$ cat src/rtl/aquarium_sensor_bank.sv
// NCH-channel sensor register bank with per-channel threshold alarms and a registered manual/scan output.
// Define AQUARIUM_ALARM_SCAN_EN to make the scan visit only alarmed channels.
module aquarium_sensor_bank #(
  parameter int WIDTH    = 8,
  parameter int NCH      = 4,
  parameter int CHW      = 4,
  parameter int SCAN_DIV = 4
) (
  input  logic             CLK,
  input  logic             reset,
  input  logic             wr_en,
  input  logic [CHW-1:0]   wr_ch,
  input  logic [WIDTH-1:0] wr_data,
  input  logic             thr_we,
  input  logic [CHW-1:0]   thr_ch,
  input  logic [WIDTH-1:0] thr_lo,
  input  logic [WIDTH-1:0] thr_hi,
  input  logic             mode,
  input  logic [CHW-1:0]   sel_ch,
  input  logic [NCH-1:0]   alarm_clr,
  input  logic             err_clr,
  output logic [WIDTH-1:0] out_data,
  output logic [CHW-1:0]   out_ch,
  output logic             out_valid,
  output logic             scan_wrap,
  output logic [NCH-1:0]   alarm,
  output logic             err
);

  localparam int              CNTW     = (SCAN_DIV > 1) ? $clog2(SCAN_DIV) : 1;
  localparam logic [CNTW-1:0] CNT_LAST = CNTW'(SCAN_DIV - 1);
  localparam logic [CHW:0]    NCH_W    = (CHW + 1)'(NCH);
  localparam logic [CHW-1:0]  LAST_CH  = CHW'(NCH - 1);

  typedef enum logic [1:0] {MANUAL, SCAN, ERROR} state_t;

  logic [WIDTH-1:0] data_q [NCH];
  logic [WIDTH-1:0] lo_q   [NCH];
  logic [WIDTH-1:0] hi_q   [NCH];

  state_t           state, state_nxt;
  logic [CNTW-1:0]  cnt, cnt_nxt;
  logic [WIDTH-1:0] out_data_nxt;
  logic [CHW-1:0]   out_ch_nxt;
  logic             out_valid_nxt, scan_wrap_nxt, err_nxt;
  logic [NCH-1:0]   alarm_set;
  logic             sel_bad;
  logic [CHW-1:0]   scan_next, first_ch;
  logic             scan_wraps;

  // Channel indices that do not fit in the bank are decoded by compare, never used as raw array indices.
  function automatic logic [WIDTH-1:0] rd(input logic [WIDTH-1:0] arr [NCH], input logic [CHW-1:0] idx);
    logic [WIDTH-1:0] v;
    v = '0;
    for (int i = 0; i < NCH; i++)
      if (idx == CHW'(i)) v = arr[i];
    return v;
  endfunction

  assign sel_bad = {1'b0, sel_ch} >= NCH_W;

  always_comb begin
    alarm_set = '0;
    for (int i = 0; i < NCH; i++)
      if (wr_en && wr_ch == CHW'(i) && (wr_data < lo_q[i] || wr_data > hi_q[i]))
        alarm_set[i] = 1'b1;
  end

`ifdef AQUARIUM_ALARM_SCAN_EN
  logic [CHW-1:0] lowest, above;
  logic           found_above;
`endif

  always_comb begin
    scan_next  = (out_ch == LAST_CH) ? '0 : out_ch + CHW'(1);
    scan_wraps = (out_ch == LAST_CH);
    first_ch   = '0;
`ifdef AQUARIUM_ALARM_SCAN_EN
    lowest      = '0;
    above       = '0;
    found_above = 1'b0;
    // Descending search leaves the smallest alarmed index, overall and above the current one.
    if (alarm != '0) begin
      for (int j = NCH - 1; j >= 0; j--) begin
        if (alarm[j]) lowest = CHW'(j);
        if (alarm[j] && CHW'(j) > out_ch) begin
          above       = CHW'(j);
          found_above = 1'b1;
        end
      end
      first_ch   = lowest;
      scan_next  = found_above ? above : lowest;
      scan_wraps = !found_above;
    end
`endif
  end

  always_comb begin
    state_nxt     = state;
    cnt_nxt       = cnt;
    out_data_nxt  = out_data;
    out_ch_nxt    = out_ch;
    out_valid_nxt = out_valid;
    scan_wrap_nxt = 1'b0;
    err_nxt       = err;
    case (state)
      MANUAL: begin
        if (sel_bad) begin
          state_nxt     = ERROR;
          out_data_nxt  = '1;
          out_ch_nxt    = '1;
          out_valid_nxt = 1'b0;
          err_nxt       = 1'b1;
        end else if (mode) begin
          state_nxt     = SCAN;
          cnt_nxt       = '0;
          out_ch_nxt    = first_ch;
          out_data_nxt  = rd(data_q, first_ch);
          out_valid_nxt = 1'b1;
        end else begin
          out_ch_nxt    = sel_ch;
          out_data_nxt  = rd(data_q, sel_ch);
          out_valid_nxt = 1'b1;
        end
      end
      SCAN: begin
        out_valid_nxt = 1'b1;
        // Leaving scan holds the shown channel; sel_ch is picked up on the following edge.
        if (!mode) begin
          state_nxt    = MANUAL;
          out_data_nxt = rd(data_q, out_ch);
        end else if (cnt == CNT_LAST) begin
          cnt_nxt       = '0;
          out_ch_nxt    = scan_next;
          out_data_nxt  = rd(data_q, scan_next);
          scan_wrap_nxt = scan_wraps;
        end else begin
          cnt_nxt      = cnt + CNTW'(1);
          out_data_nxt = rd(data_q, out_ch);
        end
      end
      default: begin
        out_data_nxt  = '1;
        out_ch_nxt    = '1;
        out_valid_nxt = 1'b0;
        if (err_clr && !sel_bad) begin
          state_nxt = MANUAL;
          err_nxt   = 1'b0;
        end
      end
    endcase
  end

  always_ff @(posedge CLK) begin
    if (reset) begin
      for (int i = 0; i < NCH; i++) begin
        data_q[i] <= '0;
        lo_q[i]   <= '0;
        hi_q[i]   <= '1;
      end
      alarm     <= '0;
      state     <= MANUAL;
      cnt       <= '0;
      out_data  <= '0;
      out_ch    <= '0;
      out_valid <= 1'b0;
      scan_wrap <= 1'b0;
      err       <= 1'b0;
    end else begin
      for (int i = 0; i < NCH; i++) begin
        if (wr_en && wr_ch == CHW'(i)) data_q[i] <= wr_data;
        if (thr_we && thr_ch == CHW'(i)) begin
          lo_q[i] <= thr_lo;
          hi_q[i] <= thr_hi;
        end
      end
      alarm     <= (alarm & ~alarm_clr) | alarm_set;
      state     <= state_nxt;
      cnt       <= cnt_nxt;
      out_data  <= out_data_nxt;
      out_ch    <= out_ch_nxt;
      out_valid <= out_valid_nxt;
      scan_wrap <= scan_wrap_nxt;
      err       <= err_nxt;
    end
  end

endmodule

$ cat config.mk
export PLATFORM = sky130hd
export DESIGN_NAME = aquarium_sensor_bank
export DESIGN_NICKNAME = d
export VERILOG_FILES = /design/src/rtl/aquarium_sensor_bank.sv
export SDC_FILE = /design/constraint.sdc
export NUM_CORES = 1
export LEC_CHECK = 0
export ABC_AREA = 1
export CAP_MARGIN = 20
export CELL_PAD_IN_SITES_DETAIL_PLACEMENT = 0
export CELL_PAD_IN_SITES_GLOBAL_PLACEMENT = 1
export CORE_MARGIN = 5
export CORE_UTILIZATION = 43
export CTS_BUF_LIST = sky130_fd_sc_hd__clkbuf_4 sky130_fd_sc_hd__clkbuf_8 sky130_fd_sc_hd__clkbuf_16
export CTS_CLUSTER_SIZE = 20
export DETAILED_ROUTE_END_ITERATION = 6
export PLACE_DENSITY = 0.79
export SYNTH_ARGS = -nofsm -noshare
export SYNTH_HDL_FRONTEND = slang
export SYNTH_SLANG_ARGS = --single-unit
$ cat constraint.sdc
create_clock -name CLK -period 2.2 [get_ports CLK]
set_input_delay 0.22 -clock CLK [delete_from_list [all_inputs] [get_ports CLK]]
set_output_delay 0.22 -clock CLK [all_outputs]
set_load 0.005 [all_outputs]
==> results of run 1 <==
[area by class of cell]
| type | count | area (µm²) |
|---|---|---|
| well taps | 220 | 275.3 |
| flip-flops and latches | 119 | 3023 |
| multi-input cells | 607 | 3353 |
| clock inverters | 11 | 202.7 |
| repair buffers | 103 | 945.9 |
| inverters | 163 | 616.8 |
| clock buffers | 21 | 455.4 |
| fillers | 1556 | 7535 |
[flip-flops by register name, indices dropped and copies added (netlist names)]
register	flops
lo_q	32
out_data	8
data_q	32
alarm	4
err	1
out_valid	1
hi_q	32
state	2
out_ch	4
cnt	2
scan_wrap	1
[power by group]
group / switching (mW) / leakage [nW] / internal, mW
combinational: 0.716 / 2.54 / 0.465
clock: 0.960 / 0.328 / 2.16
sequential: 0.0702 / 1.08 / 2.47
total: 1.75 / 3.95 / 5.10
[cell families (layout without fill, tap and decap cells)]
kind of cell	Yosys count	count (layout)
buffers and inverters	182	298
AO/OA/AOI/OAI	182	182
AND/OR/NAND/NOR	359	359
flip-flops	119	119
adder cells (fa/ha/maj)	66	66
[Yosys cell counts, drive strengths merged]
library cell,number
a211oi,1
a21oi,95
buf,9
clkbuf,10
clkinv,2
dfxtp,55
edfxtp,64
ha,66
inv,161
nand2,198
nand3,45
nand4,22
nor2,85
nor3,6
nor4,3
o2111ai,1
o211ai,5
o21a,5
o21ai,69
o22ai,4
o2bb2ai,2
[per-layer routing]
metal | wire length, µm | up-vias
li1 | - | 3199
met1 | 7981 | 2868
met2 | 10080 | 186
met3 | 814 | 67
met4 | 975 | 0
met5 | 0 | -
[worst min-delay path: stages]
cell	delay, ns
clkdlybuf4s50_1	0.45
inv_1	0.03
nand2_1	0.05
a21oi_1	0.05
[final timing paths]
check	startpoint	endpoint	slack (ns)	cells after the start
max reg2reg	out_ch[1]$_SDFFE_PP0P_	out_data[3]$_SDFF_PP0_	0.25	12
min reg2reg	err$_SDFFE_PP0P_	err$_SDFFE_PP0P_	0.46	2
max	out_ch[1]$_SDFFE_PP0P_	out_data[3]$_SDFF_PP0_	0.25	12
min	alarm_clr[0]	alarm[0]$_SDFF_PP0_	0.44	4
[metrics by stage]
step	TNS (ns)	setup slack (ns)
2_1_floorplan	0	0.5591
3_3_place_gp	0	0.09059
3_5_place_dp	-0.002252	-0.002252
4_1_cts	0	0.2616
5_1_grt	0	0.03974
6_report	0	0.2540
==> summary.txt, run 1 <==
Outcome
  • Status: finished clean

Critical path
  • Startpoint type of the worst setup path: register
  • Most used cell, CP: nand2_1
  • Critical Path End Type: register
  • Crit path arrival time: between 2 and 2.5 ns
  • Family with the most delay on the worst path: simple AND/OR/NAND/NOR gates
  • Critical Path Slowest Stage Cell: dfxtp_1
  • Delay of the slowest cell on the worst path: 0.39 ns
  • CP max FO: 10
  • Setup Crit Path Kind: register to register
  • Cells along the critical path: inv_1 -> ha_1 -> inv_2 -> nor2_2 -> nand2_1 -> nand3_1 -> nand2_1 -> nand2_1 -> nand3_1 -> nand2_1 -> inv_1 -> a21oi_1
  • Worst Path Required: between 2 and 3 ns
  • Buffers and inverters on the worst path: 3

Min path
  • Hold Path Class: input pin to register

Logic synthesis
  • Syn Nets: 1,020
  • Yosys reg bits: 119
  • Simple-gate share of the synthesized area: between 20% and 30%
  • Post-Syn Area: 7101 µm²
  • Largest family of logic cells by synthesized area: simple AND/OR/NAND/NOR gates
  • Top cells by area, synth: edfxtp_1 27%, dfxtp_1 16%, ha_1 12%
  • Synth warn: 0
  • Yosys cell types: 35
  • Post-synth top area cell: edfxtp_1
  • Post-Synthesis Cells: 908
  • Syn Area/Cell: 7.820 µm²
  • XOR/XNOR Fraction of Synth Area: 0%
  • Compound-Gate Fraction of Synth Area: between 10% and 20%
  • Multiplexer area fraction after synthesis: 0%
  • Post-Synth Adder-Cell Area: 11.63%
  • Sequential fraction of the synthesis area: 42.57%
  • Top-area cell type share of the netlist area: 27.07%

Route
  • Initial DRT Pass Iterations: 5
  • DRC errors left: 0
  • Initial DRC count: ~400
  • Vias/cell: 5.080
  • Final WL: 19.85 mm
  • Remaining antenna violation count: 0
  • Drt wl/cell: 15.95 µm
  • Vias: ~6,300

Place
  • Port Buffers: 64
  • Hpwl dp: 14.94 mm
  • Placed Area: around 8200 µm²
  • Cells after DPL: 1,212
  • Final GP Congestion: 0.9663

Global routing
  • GR Util met1: a little under a quarter
  • Global-route wire length before repair: ~32 mm
  • Overall Global Routing Usage: between 20% and 30%
  • Gr ovfl total: 0
  • Pin count of the biggest net entering global routing: 44
  • M3 GR Usage: 4.351%
  • GRT busiest layer: met2
  • Initial antenna violation count: 0
  • Number of global-route vias before repair: roughly 6,200
  • Routing usage on met2: a little under two fifths

Clock network
  • Post-CTS Setup Bufs: 0
  • Clk sink count: roughly 120
  • Worst skew pair latency: 0.41 ns
  • CTS tree: built
  • CTS max path bufs: 2
  • H-tree depth: 4
  • Clock transition at path regs: 0.05 ns
  • CTS Root Cell: clkbuf_16
  • TritonCTS Buffers: 17
  • Resized cells post-CTS: 0
  • # hold bufs at CTS: 0

Die
  • Core Area: 16,410 µm²
  • Die Wd: roughly 140 µm
  • Starting Density: 43.28%
  • DIE AREA: 19,180 µm²
  • Number of I/O pins: 65
  • Die Y: 138.5 µm
  • Std cell rows: 47

STA
  • Hold Worst Slack: 0.4438 ns
  • RSZ-0062 raised after global routing: false
  • Slew HR: 66.21%
  • Tcrit/Tclk final: 88.46%
  • Layout Skew: 0.005915 ns
  • Final Max Slew Viols: 0
  • Worst slew pin tran: 0.5052 ns
  • Final Hold Violating Endpoints: 0
  • Post-route minimum period: 1.946 ns
  • # setup viols final: 0
  • Upper clock frequency limit: 0.5139 GHz

Power and ir drop
  • Total power: between 6 and 7 mW
  • Static Leak: 3.947 nW
  • PwrDens: 771.4 nW/µm²
  • VDD IR max: 515.3 µV

Flow run
  • Maxcap violations: 0

Cells and area
  • Final Non-Filler Cells: ~1,200
  • Post-layout util: 54.08%
  • Ant. Diodes: 0
  • Design area: 8872 µm²
  • Total Nets Final: approximately 1,100
  • Most frequent cells in the layout: 191 x nand2_1, 156 x inv_1, 94 x a21oi_1
  • Layout cell share with drive strength beyond 1: 9.082%
  • P&R area growth vs syn: 24.95%
  • Most common cell after layout, fill and taps aside: nand2_1
(Power assumes the default switching activity.)
==> run 2: changes to the inputs <==
--- a/config.mk
+++ b/config.mk
@@ -6,6 +6,7 @@
 export NUM_CORES = 1
 export LEC_CHECK = 0
 export ABC_AREA = 1
+export ABC_CLOCK_PERIOD_IN_PS = 2200
 export CAP_MARGIN = 20
 export CELL_PAD_IN_SITES_DETAIL_PLACEMENT = 0
 export CELL_PAD_IN_SITES_GLOBAL_PLACEMENT = 1
@@ -14,6 +15,7 @@
 export CTS_BUF_LIST = sky130_fd_sc_hd__clkbuf_4 sky130_fd_sc_hd__clkbuf_8 sky130_fd_sc_hd__clkbuf_16
 export CTS_CLUSTER_SIZE = 20
 export DETAILED_ROUTE_END_ITERATION = 6
+export GPL_ROUTABILITY_DRIVEN = 0
 export PLACE_DENSITY = 0.79
 export SYNTH_ARGS = -nofsm -noshare
 export SYNTH_HDL_FRONTEND = slang
==> summary.txt, run 2 (synthesis results as in run 1) <==
STA
  • Final Max Slew Viols: 0
  • Upper clock frequency limit: roughly 0.52 GHz
  • Hold Worst Slack: about 0.43 ns
  • Tcrit/Tclk final: around 90%
  • Post-route minimum period: 1.934 ns
  • TNS Setup: 0 ns
  • Slew HR: 72.23%
  • RSZ-0062 raised after global routing: false
  • Layout Skew: 0.007768 ns
  • Final Hold Violating Endpoints: 0
  • Worst slew pin tran: ~0.42 ns
  • # setup viols final: 0

Route
  • Remaining antenna violation count: 0
  • Initial DRC count: 400
  • Initial DRT Pass Iterations: 6
  • Final WL: 19.22 mm
  • Vias/cell: around 5
  • Drt wl/cell: 15.51 µm
  • Vias: 6,207
  • DRC errors left: 0

Cells and area
  • Filler instances: 1,538
  • Largest regs: data_q (32), hi_q (32), lo_q (32)
  • Ant. Diodes: 0
  • P&R area growth vs syn: 24.30%
  • Sequential cell area: 3023 µm²
  • Total Nets Final: 1,118
  • Area of the multi-input gates: 3353 µm²
  • Most frequent cells in the layout: 191 x nand2_1, 156 x inv_1, 94 x a21oi_1
  • Most common cell after layout, fill and taps aside: nand2_1
  • Layout cell share with drive strength beyond 1: 8.734%

Die
  • Std cell rows: 47
  • Core Area: 16,410 µm²
  • Die Y: 138.5 µm
  • DIE AREA: 19,180 µm²
  • Die Wd: roughly 140 µm
  • Starting Density: 43.28%
  • Number of I/O pins: 65

Clock network
  • CTS tree: built
  • Worst skew pair latency: 0.43 ns
  • H-tree depth: 4
  • Clock transition at path regs: 0.06 ns
  • Clk sink count: 119
  • Resized cells post-CTS: 0
  • TritonCTS Buffers: 17
  • # hold bufs at CTS: 0
  • Post-CTS Setup Bufs: 0
  • CTS max path bufs: 2
  • CTS Root Cell: clkbuf_16

Outcome
  • Status: finished clean

Min path
  • Hold Path Class: input pin to register

Critical path
  • Family with the most delay on the worst path: flip-flops
  • Crit path arrival time: 2.25 ns
  • Critical Path End Type: register
  • Critical Path Slowest Stage Cell: dfxtp_1
  • Startpoint type of the worst setup path: register
  • Cells along the critical path: inv_1 -> ha_1 -> nand2_1 -> inv_1 -> nand2_1 -> nand3_1 -> a21oi_1 -> a21oi_1
  • Worst Path Required: 2.51 ns
  • Delay of the slowest cell on the worst path: approximately 0.50 ns
  • Setup Crit Path Kind: register to register
  • CP max FO: 8
  • Buffers and inverters on the worst path: 2

Power and ir drop
  • PwrDens: 753.6 nW/µm²
  • Static Leak: roughly 3.9 nW
  • Total power: 6.651 mW
  • VDD IR max: 536.4 µV

Global routing
  • Global-route wire length before repair: 30.75 mm
  • Number of global-route vias before repair: roughly 6,000
  • Pin count of the biggest net entering global routing: 44
  • Gr ovfl total: 0
  • Overall Global Routing Usage: 20.51%
  • Initial antenna violation count: 0

Place
  • Hpwl dp: 14.24 mm
  • Port Buffers: between 60 and 70

Flow run
  • Maxcap violations: 0
## run 2: changes by cell type in the layout (fill, tap and decap cells not counted)
cell        previous run  this run
inv_6                  0         1
buf_12                 1         3
clkinv_1               4         3
bufinv_16              6         4
clkbuf_4               4         1
buf_4                 38        31
clkinvlp_4             0         4
clkbuf_8               0         1
## run 2: per-layer routing
metal,share of wire [%],routed length [µm],vias to the layer above,track usage (%)
li1,-,-,3189,-
met1,42,7982,2818,23.68
met2,50,9601,146,35.51
met3,3.8,735,54,4.731
met4,4.7,897,0,10.61
met5,0,0,-,0
## run 2: metrics by stage
step / utilization, % / setup WS, ns / area, µm² / cells
6_report: 53.79 / 0.2663 / 8826 / 1239
5_1_grt: 53.79 / 0.08785 / 8826 / 1239
4_1_cts: 53.79 / 0.2673 / 8826 / 1239
3_5_place_dp: 49.99 / 0.05149 / 8202 / 1207
3_3_place_gp: 49.99 / 0.09802 / 8202 / 1207
2_1_floorplan: - / 0.5591 / 7101 / 908
## run 2: final timing paths
path	slack [ns]	depth (start not counted)	endpoint	startpoint
max reg2reg	0.27	8	out_data[5]$_SDFF_PP0_	out_ch[0]$_SDFFE_PP0P_
max	0.27	8	out_data[5]$_SDFF_PP0_	out_ch[0]$_SDFFE_PP0P_
min	0.43	4	alarm[0]$_SDFF_PP0_	alarm_clr[0]
min reg2reg	0.46	2	err$_SDFFE_PP0P_	err$_SDFFE_PP0P_
## run 2: power breakdown
part           internal, mW  leakage, nW  switching, mW  total (mW)
registers              2.47         1.08         0.0702        2.54
logic                 0.459         2.53          0.704        1.16
clock network          1.93        0.296           1.02        2.94
## run 2: tightest hold or removal path, stage by stage
cell             delay, ns
clkdlybuf4s50_1       0.45
inv_1                 0.03
nand2_1               0.05
a21oi_1               0.05
## run 2: final cells by class
cell class	instances	share of cell area [%]
Sequential cell	119	34.25
Inverter	163	6.989
Tap cell	220	3.119
Multi-Input combinational cell	607	37.99
Timing Repair Buffer	98	10.58
Clock buffer	19	5.061
Clock inverter	13	2.013
==> run 3: changes to the inputs <==
--- a/config.mk
+++ b/config.mk
@@ -10,7 +10,7 @@
 export CAP_MARGIN = 20
 export CELL_PAD_IN_SITES_DETAIL_PLACEMENT = 0
 export CELL_PAD_IN_SITES_GLOBAL_PLACEMENT = 1
-export CORE_MARGIN = 5
+export CORE_MARGIN = 8
 export CORE_UTILIZATION = 43
 export CTS_BUF_LIST = sky130_fd_sc_hd__clkbuf_4 sky130_fd_sc_hd__clkbuf_8 sky130_fd_sc_hd__clkbuf_16
 export CTS_CLUSTER_SIZE = 20
==> summary.txt, run 3 (synthesis results as in run 1) <==
Cells and area
  • Ant. Diodes: 0
  • P&R area growth vs syn: 25.27%
  • Most frequent cells in the layout: 191 x nand2_1, 156 x inv_1, 94 x a21oi_1
  • Largest regs: data_q (32), hi_q (32), lo_q (32)
  • Total Nets Final: 1,122
  • Sequential cell area: 3023 µm²
  • Most common cell after layout, fill and taps aside: nand2_1
  • Layout cell share with drive strength beyond 1: 8.895%
  • Post-layout util: 54.41%
  • Final Non-Filler Cells: 1,243
  • Filler instances: around 1,600
  • Design area: 8895 µm²
  • Area of the multi-input gates: 3353 µm²

Die
  • DIE AREA: 20,880 µm²
  • Std cell rows: 47
  • Die Y: 144.5 µm
  • Number of I/O pins: 65
  • Starting Density: roughly 43%
  • Core Area: 16,350 µm²
  • Die Wd: 144.5 µm

STA
  • Tcrit/Tclk final: 87.88%
  • # setup viols final: 0
  • RSZ-0062 raised after global routing: false
  • Slew HR: 68.20%
  • Layout Skew: 0.008247 ns
  • Worst slew pin tran: 0.4764 ns
  • Hold Worst Slack: between 0.4 and 0.5 ns
  • Setup slack after layout: 0.2667 ns
  • Post-route minimum period: 1.933 ns
  • Upper clock frequency limit: 0.5172 GHz
  • Final Hold Violating Endpoints: 0
  • Final Max Slew Viols: 0
  • TNS Setup: 0 ns

Route
  • Vias/cell: 5.123
  • DRC errors left: 0
  • Vias: around 6,400
  • Initial DRC count: 376
  • Final WL: slightly above 20 mm
  • Initial DRT Pass Iterations: 7
  • Remaining antenna violation count: 0
  • Drt wl/cell: 16.53 µm

Clock network
  • Clock transition at path regs: 0.06 ns
  • TritonCTS Buffers: 17
  • CTS Root Cell: clkbuf_16
  • H-tree depth: 4
  • # hold bufs at CTS: 0
  • CTS max path bufs: 2
  • Clk sink count: between 100 and 150
  • Post-CTS Setup Bufs: 0
  • Worst skew pair latency: 0.43 ns
  • Resized cells post-CTS: 0
  • CTS tree: built

Power and ir drop
  • VDD IR max: 549.2 µV
  • Static Leak: 3.947 nW
  • Total power: 6.905 mW
  • PwrDens: 776.3 nW/µm²

Place
  • Placed Area: a little over 8000 µm²
  • Port Buffers: 64
  • Pre-CTS setup slack: 0.1359 ns
  • Cells after DPL: 1,211
  • Hpwl dp: 15.46 mm

Critical path
  • Critical Path Slowest Stage Cell: dfxtp_1
  • Crit path arrival time: roughly 2.3 ns
  • Critical Path End Type: register
  • Crit path launch: out_ch[0]$_SDFFE_PP0P_
  • Startpoint type of the worst setup path: register
  • Setup Crit Path Kind: register to register
  • Worst Path Required: ~2.6 ns
  • Most used cell, CP: nand2_1
  • Delay of the slowest cell on the worst path: 0.49 ns
  • CP max FO: 10
  • Cells along the critical path: ha_1 -> inv_2 -> nor2_2 -> nand2_1 -> nand3_1 -> nand2_1 -> nand2_1 -> nand3_1 -> nand2_1 -> inv_1 -> a21oi_1
  • R2R Path Start: out_ch[0]$_SDFFE_PP0P_

Global routing
  • Number of global-route vias before repair: 6,223
  • M3 GR Usage: 4.094%
  • Gr ovfl total: 0
  • Initial antenna violation count: 0
  • GR Util met1: 22.10%
  • Global-route wire length before repair: 32.33 mm
  • Pin count of the biggest net entering global routing: 44
  • GRT busiest layer: met2
  • Overall Global Routing Usage: 20.79%
  • Routing usage on met2: 38.36%

Min path
  • Hold path startpoint: alarm_clr[0]
  • Hold Path Class: input pin to register

Outcome
  • Status: finished clean

Flow run
  • Maxcap violations: 0
-- run 3: cell count changes in the layout (fill, tap and decap cells not counted), sizes merged --
cell / previous run / this run
clkinvlp: 4 / 1
inv: 162 / 161
bufinv: 4 / 6
buf: 34 / 38
clkbuf: 19 / 18
clkinv: 6 / 9
-- run 3: area by class of cell --
cell class	instances	share of cell area [%]
clock buffer	18	4.867
sequential	119	33.99
timing repair buffer	102	10.83
clock inverter	14	2.588
inverter	163	6.935
multi-input combinational	607	37.70
tap	220	3.095
-- run 3: worst paths after layout --
check | end | slack (ns) | cells after the start
setup / recovery | out_data[7]$_SDFF_PP0_ | 0.27 | 11
setup reg to reg | out_data[7]$_SDFF_PP0_ | 0.27 | 11
hold reg to reg | err$_SDFFE_PP0P_ | 0.46 | 2
hold / removal | alarm[0]$_SDFF_PP0_ | 0.43 | 4
-- run 3: worst max-delay path: cells and delay by family, from the launching register on --
family	cells	cell delay, ns
buffers and inverters	2	0.19
AO/OA/AOI/OAI	1	0.14
AND/OR/NAND/NOR	7	0.79
flip-flops	1	0.49
adder cells (fa/ha/maj)	1	0.25
-- run 3: report_power, final --
part           internal (mW)  switching (mW)
clock network           2.12            1.05
registers               2.47          0.0725
logic                  0.470           0.712
-- run 3: per-layer routing --
layer,part of all wire (%),routed length (µm)
met5,0,0
met4,3.5,715
met2,53,10830
met1,40,8227
met3,3.8,783
